### src/rtl/nibble_pkg.sv
// Shared nibble datapath types and sizing for the register block and its consumers.
package nibble_pkg;

  localparam int NIBBLE_W   = 4;
  localparam int FIFO_DEPTH = 4;

  typedef logic [NIBBLE_W-1:0] nibble_t;

endpackage

### src/rtl/fifo_ptr.sv
// Modulo-DEPTH pointer: advances by one when inc is high, wraps through its natural width.
// Latency: new value visible after the edge; no backpressure, inc is a plain enable.
module fifo_ptr #(
  parameter int DEPTH = 4,
  localparam int AW = $clog2(DEPTH)
) (
  input  logic          clk,
  input  logic          reset,
  input  logic          inc,
  output logic [AW-1:0] ptr
);

  logic [AW-1:0] ptr_q;
  logic [AW-1:0] ptr_d;

  always_comb begin
    ptr_d = ptr_q;
    if (inc) ptr_d = ptr_q + AW'(1);
  end

  always_ff @(posedge clk) begin
    if (reset) ptr_q <= '0;
    else       ptr_q <= ptr_d;
  end

  assign ptr = ptr_q;

endmodule

### src/rtl/nibble_fifo.sv
// Show-ahead nibble FIFO: a word pushed at one edge is on out_data right after it.
// Backpressure: in_ready drops while full, and a pop in that cycle does not let a push through.
module nibble_fifo
  import nibble_pkg::*;
#(
  parameter int WIDTH = NIBBLE_W,
  parameter int DEPTH = FIFO_DEPTH,
  localparam int AW = $clog2(DEPTH),
  localparam int CW = AW + 1
) (
  input  logic             clk,
  input  logic             reset,
  input  logic [WIDTH-1:0] in_data,
  input  logic             in_valid,
  output logic             in_ready,
  output logic [WIDTH-1:0] out_data,
  output logic             out_valid,
  input  logic             out_ready,
  output logic [CW-1:0]    count,
  output logic             full,
  output logic             empty
);

  logic [WIDTH-1:0] mem_q [DEPTH];
  logic [WIDTH-1:0] mem_d [DEPTH];
  logic [CW-1:0]    count_q;
  logic [CW-1:0]    count_d;
  logic [AW-1:0]    wr_ptr;
  logic [AW-1:0]    rd_ptr;
  logic             push;
  logic             pop;

  assign full      = (count_q == CW'(DEPTH));
  assign empty     = (count_q == '0);
  assign in_ready  = !full;
  assign out_valid = !empty;
  assign push      = in_valid && in_ready;
  assign pop       = out_valid && out_ready;
  assign count     = count_q;
  assign out_data  = empty ? '0 : mem_q[rd_ptr];

  fifo_ptr #(.DEPTH(DEPTH)) u_wr_ptr (
    .clk   (clk),
    .reset (reset),
    .inc   (push),
    .ptr   (wr_ptr)
  );

  fifo_ptr #(.DEPTH(DEPTH)) u_rd_ptr (
    .clk   (clk),
    .reset (reset),
    .inc   (pop),
    .ptr   (rd_ptr)
  );

  always_comb begin
    mem_d = mem_q;
    if (push) mem_d[wr_ptr] = in_data;
  end

  always_comb begin
    count_d = count_q;
    case ({push, pop})
      2'b10:   count_d = count_q + CW'(1);
      2'b01:   count_d = count_q - CW'(1);
      default: count_d = count_q;
    endcase
  end

  // Storage is deliberately left out of reset; count gates its visibility.
  always_ff @(posedge clk) begin
    mem_q <= mem_d;
  end

  always_ff @(posedge clk) begin
    if (reset) count_q <= '0;
    else       count_q <= count_d;
  end

  a_count_range : assert property (@(posedge clk) disable iff (reset) count_q <= CW'(DEPTH));
  a_full_empty  : assert property (@(posedge clk) disable iff (reset) !(full && empty));

endmodule

### config.mk
export PLATFORM = sky130hd
export DESIGN_NAME = nibble_fifo
export DESIGN_NICKNAME = d
export VERILOG_FILES = /design/src/rtl/nibble_pkg.sv /design/src/rtl/fifo_ptr.sv /design/src/rtl/nibble_fifo.sv
export SDC_FILE = /design/constraint.sdc
export NUM_CORES = 1
export LEC_CHECK = 0
export BUFFER_PORTS_ARGS = -buffer_cell sky130_fd_sc_hd__buf_2
export CAP_MARGIN = 5
export CORE_MARGIN = 2
export CORE_UTILIZATION = 35
export DETAILED_ROUTE_END_ITERATION = 10
export SYNTH_ARGS = -nofsm -noshare
export SYNTH_HDL_FRONTEND = slang
export SYNTH_HIERARCHICAL = 1
export SYNTH_SLANG_ARGS = --single-unit
export TNS_END_PERCENT = 5
### constraint.sdc
create_clock -name clk -period 2 [get_ports clk]
set_input_delay 0.2 -clock clk [delete_from_list [all_inputs] [get_ports clk]]
set_output_delay 0.2 -clock clk [all_outputs]
set_load 0.01 [all_outputs]
**Yosys cells after proc, flatten, opt, wreduce, memory -nomap -nowiden**

Cells that the tools add are included.

- Register bits after elaboration: 23
- Logic and storage cells: 34
- Input port bits: 8
- Output and inout bits: 11

- $lt $le $gt $ge: 3
- Mux-type cells: 8
- Bitwise operators: 2
- Reduce and logical (&&, ||, !) cells: 7
- Equal/unequal tests: 3
- Add/subtract/negate cells: 4

Operators with widths:

| operator | count |
|---|---|
| $bwmux 16 | 1 |
| $mux 4 | 4 |
| $bmux 4 s2 | 1 |
| $demux 4 s2 | 1 |
| $ge 3x3->1 const B | 2 |
| $not 2->3 | 2 |
| $pmux 3 s2 | 1 |
| $add 2x1->2 const B | 2 |
| $add 3x1->3 const B | 1 |
| $eq 3x3->1 const B | 1 |
| $logic_and 1x1->1 | 3 |
| $logic_not 3->1 | 1 |
| $lt 3x1->1 const B | 1 |
| $sub 3x1->3 const B | 1 |
| $eq 2x1->1 const B | 1 |
| $eq 2x2->1 const B | 1 |
| $logic_not 1->1 | 2 |
| $reduce_bool 2->1 | 1 |

**Logic depth before layout (Yosys ltp)**

- Depth in word-level cells: 6
- Gate-level depth with buffers: 8
- Mapped depth without buffers: 8

**Cells and area by module**

Netlist, hierarchy kept.

By module, submodules not included:

| module | area an instance (um^2) | cells each | times used |
|---|---|---|---|
| nibble_fifo | 824.5 | 52 | 1 |
| fifo_ptr | 78.8 | 7 | 2 |

**Worst setup path before layout**

OpenSTA, ideal clock, no wires.

- Path type: register to register
- Start point: register count_q[2], in the netlist count[2]
- End point: register count_q[2], in the netlist count[2]
- Setup time: 0.070 ns
- Cell stages (with the launch flop): 9
- Slack: -0.152 ns
- Arrival: 2.083 ns
- Required time: 1.930 ns
- Cells stage by stage: dfxtp_1 > or3b_4 > nand2_4 > ha_1 > inv_1 > fa_1 > xor2_1 > or3_1 > a21oi_1

- Longest elaborated chain between the ends: 5
- Elaborated cells between the ends (all ways): 12
- Those cells by class: 2 x add/sub; 3 x eq/ne; 1 x mux; 6 x reduce/logical

RTL lines:

| item | RTL line | text |
|---|---|---|
| start, declared | nibble_fifo.sv:26 | `logic [CW-1:0] count_q;` |
| start signal, assigned | nibble_fifo.sv:77 | `else count_q <= count_d;` |
| $eq 3x3->1 * | nibble_fifo.sv:33 | `assign full = (count_q == CW'(DEPTH));` |
| $logic_not 1->1 * | nibble_fifo.sv:35 | `assign in_ready = !full;` |
| net in_ready | nibble_fifo.sv:15 | `output logic in_ready,` |
| $logic_and 1x1->1 * | nibble_fifo.sv:37 | `assign push = in_valid && in_ready;` |
| $eq 2x1->1 or $eq 2x2->1 (tied branches) | nibble_fifo.sv:63 | `case ({push, pop})` |
| $pmux 3 s2 or $reduce_bool 2->1 (tied branches) | -- |  |

The timed path passes the listed nets; every way through them passes the cells marked *.
A chain may end at the register's enable or synchronous reset.

**Final worst setup path**

- Start point: register count_q[2], in the netlist count[2]
- End point: register count_q[2], in the netlist count[2]

- Longest elaborated chain between the ends: 5
- Elaborated cells between the ends (all ways): 12
- Those cells by class: 2 x add/sub; 3 x eq/ne; 1 x mux; 6 x reduce/logical

RTL lines:

| item | RTL line |
|---|---|
| $eq 3x3->1 or $logic_not 3->1 (tied branches) | nibble_fifo.sv:33, nibble_fifo.sv:34 |
| $logic_not 1->1, on equally long branches | nibble_fifo.sv:35, nibble_fifo.sv:36 |
| $logic_and 1x1->1, on equally long branches | nibble_fifo.sv:37, nibble_fifo.sv:38 |
| $eq 2x1->1 or $eq 2x2->1 (tied branches) | nibble_fifo.sv:63 |
| $pmux 3 s2 or $reduce_bool 2->1 (tied branches) | -- |

Parallel ways exist; a longest one is shown, timed or not.

==> results.cfg <==
[grt]
grt_max_degree = 14
grt_use_total_pct = 11.4
antenna_found_initial = 0
grt_pass1_wl_mm = 2.72
grt_pass1_vias = 595
overflow = 0

[synthesis]
syn_inst = 66
synth_edf_count = 16
avgSynthCellArea_um2 = 14.9
seq_area_frac_synth_pct = 63.2
yosysTopAreaCell = edfxtp_1
synth_area_leaders = edfxtp_1 49%, dfxtp_1 14%, mux4_2 9.2%
synth_area_um2 = 982
synth.distinct_cells = 23
synth-main-ff-cell = edfxtp_1
synth-async-reset-ratio_pct = 0
ys_warn_count = 6
ys_ff_latch = 23
netlist.area_leader.share_pct = 48.9
syn_nets = 76

[setup_path]
critPathArrivalTime_ns = 2.24
cp_cell_sequence = or3b_4, nand2_4, ha_4, inv_2, fa_2, xor2_1, or3_1, a21oi_1
crit_path_top_delay_cell = or3b_4
crit_fanout = 5
start_kind = flip-flop
reg2reg_depth = 8
r2r-end = count[2]$_SDFFE_PP0P_
cp.required_ns = 2.23
r2r_start = count[2]$_SDFFE_PP0P_
path_class = flip-flop to flip-flop
reg2reg_slack_ns = -0.02
setup.worst_path.end_class = flip-flop
slowest_delay_ns = 0.40

[sta]
clock_skew_ns = 0.00342
max_freq_mhz = 496
relSlewSlack_pct = 81.4
rsz0062_at_grt = true
fin_crit_ns = 2.02
final.setup.worst_slack_ns = -0.0152
fin_crit_sh_pct = 101
max_slew.worst_pin.slew_ns = 0.279
maxSlewViolCount = 0
tns_ns = -0.0152
hold_viol_final = 0
setup_viol = 1

[clock_network]
clk_latency_ns = 0.30
cts_max_path_buffers = 2
hold_buffers = 0
cts.sinks = 23
root_buffer = clkbuf_4
clk_pin_slew_worst_paths_ns = 0.12
cts_made_buffers = 3
cts_tree = done
cts.htree.levels = 1

[detailed_routing]
routedWlPerCell_um = 12.9
wl_mm = 1.66
drt-initial-drc-count = 6
vias_per_cell = 4.80
dr.pass1.iters = 2
ant_nets = 0
drc = 0
vias = 614

[finish]
drive_above_1_share_pct = 49.5
mostFrequentLayoutCell = buf_2
mostFrequentLayoutCells = 18 x buf_2, 16 x edfxtp_1, 9 x buf_4
area_growth_pct = 25.6
fin_nets = 108
n_antenna_cell = 0

[job]
maxCapViolations = 0

[die]
initial_core_util_pct = 36.2
fp.dieW_um = 57.0
die_height_um = 57.0
rows = 19
fp.dieArea_um2 = 3250
io_pins = 19
core_area_um2 = 2710

[pwr]
clock_power_share_pct = 13.7
power_frac_seq_pct = 45.5
internal-power_mw = 1.00
leakage_nw = 0.488
switchingPower_uw = 479
switching_share_pct = 32.4
power_density_nw_per_um2 = 1200
pwr-share-comb_pct = 40.8
peakVddDrop_mv = 0.629

[placement]
hpwl_mm = 1.25
gp_congestion = 0.690
port_buffers = 18
place_ws_ns = -0.0319

[min_path]
whs_path_depth = 1
min_to = mem_q[2]$_DFFE_PP_
min_from = in_data[2]
hold_class = primary input to flip-flop

[status]
violations = negative setup slack
status = finished, violations left
per-stage QoR:
stage               total power [mW]  std cells  hold slack (ns)  util, %  cell area [um2]
CTS                             1.50        127           0.0979     45.2             1220
floorplan                       1.04         66            0.259        -             1010
detailed placement              1.28        121            0.418     43.6             1180
global placement                1.26        121            0.414     43.6             1180
finish                          1.48        128            0.110     45.5             1230
global route                    1.59        128           0.0910     45.5             1230
power groups by stage:
stage               Clock, mW  Sequential (mW)  Combinational (mW)
floorplan                   0            0.674               0.368
global placement            0            0.681               0.578
detailed placement          0            0.688               0.590
CTS                     0.214            0.674               0.611
global route            0.236            0.691               0.663
finish                  0.203            0.674               0.604
worst max-delay path: cells and delay by family (launching register included):
family,cells,cell delay [ns]
DFF,1,0.38
buffers and inverters,1,0.04
and+or+nand+nor,3,0.78
xor gates and xnor gates,1,0.15
AOI/OAI and AO/OA,1,0.13
adders and majority gates,2,0.47
routing by layer:
| layer | wire [um] | GRT usage, % |
|---|---|---|
| met4 | 0 | 2.99 |
| met5 | 0 | 0 |
| met2 | 921 | 20.0 |
| met3 | 51 | 3.40 |
| met1 | 685 | 13.8 |
timing repair:
action                                  in CTS  in global routing
resized for setup                            1                  1
endpoints found under the setup margin       1                  4
buffers inserted                             2                  1
worst max path at each step:
stage	startpoint	end	slack (ns)	cells after the start
2_1_floorplan	count[2]$_SDFFE_PP0P_	count[2]$_SDFFE_PP0P_	0.004	8
3_3_place_gp	count[2]$_SDFFE_PP0P_	count[2]$_SDFFE_PP0P_	0.05	8
3_5_place_dp	count[2]$_SDFFE_PP0P_	count[2]$_SDFFE_PP0P_	-0.03	8
4_1_cts	count[2]$_SDFFE_PP0P_	count[2]$_SDFFE_PP0P_	-0.03	8
5_1_grt	count[2]$_SDFFE_PP0P_	count[2]$_SDFFE_PP0P_	-0.08	8
6_report	count[2]$_SDFFE_PP0P_	count[2]$_SDFFE_PP0P_	-0.02	8
cell families after synthesis:
| family | synth area share, % |
|---|---|
| xor gates and xnor gates | 3.57 |
| and+or+nand+nor | 13.1 |
| muxes | 9.17 |
| buffers and inverters | 2.29 |
| DFF | 63.2 |
| AOI/OAI and AO/OA | 5.35 |
| adders and majority gates | 3.31 |
cells in the mapped netlist, types with 2 or more instances:
cell	n
a21bo_1	2
nor3b_1	2
mux4_2	4
nor2_1	5
a21oi_2	2
nor3_1	2
nor2b_1	2
xnor2_1	2
xor2_1	2
a21oi_1	2
inv_1	5
edfxtp_1	16
nand3b_1	2
and2b_1	3
dfxtp_1	7
cell type report:
class	instances	area [um2]
clock buffers	3	22.5
clock inverters	1	5.00
fillers	274	1480
inverters	6	22.5
multi-input cells	37	359
flip-flops and latches	23	628
well taps	31	38.8
repair buffers	27	158
sequential cells by signal, summed over array words and instances (netlist names):
register,flops
u_rd_ptr/ptr,2
u_wr_ptr/ptr,2
count,3
mem_q,16
Note: power is estimated with default switching activity, not from simulation.
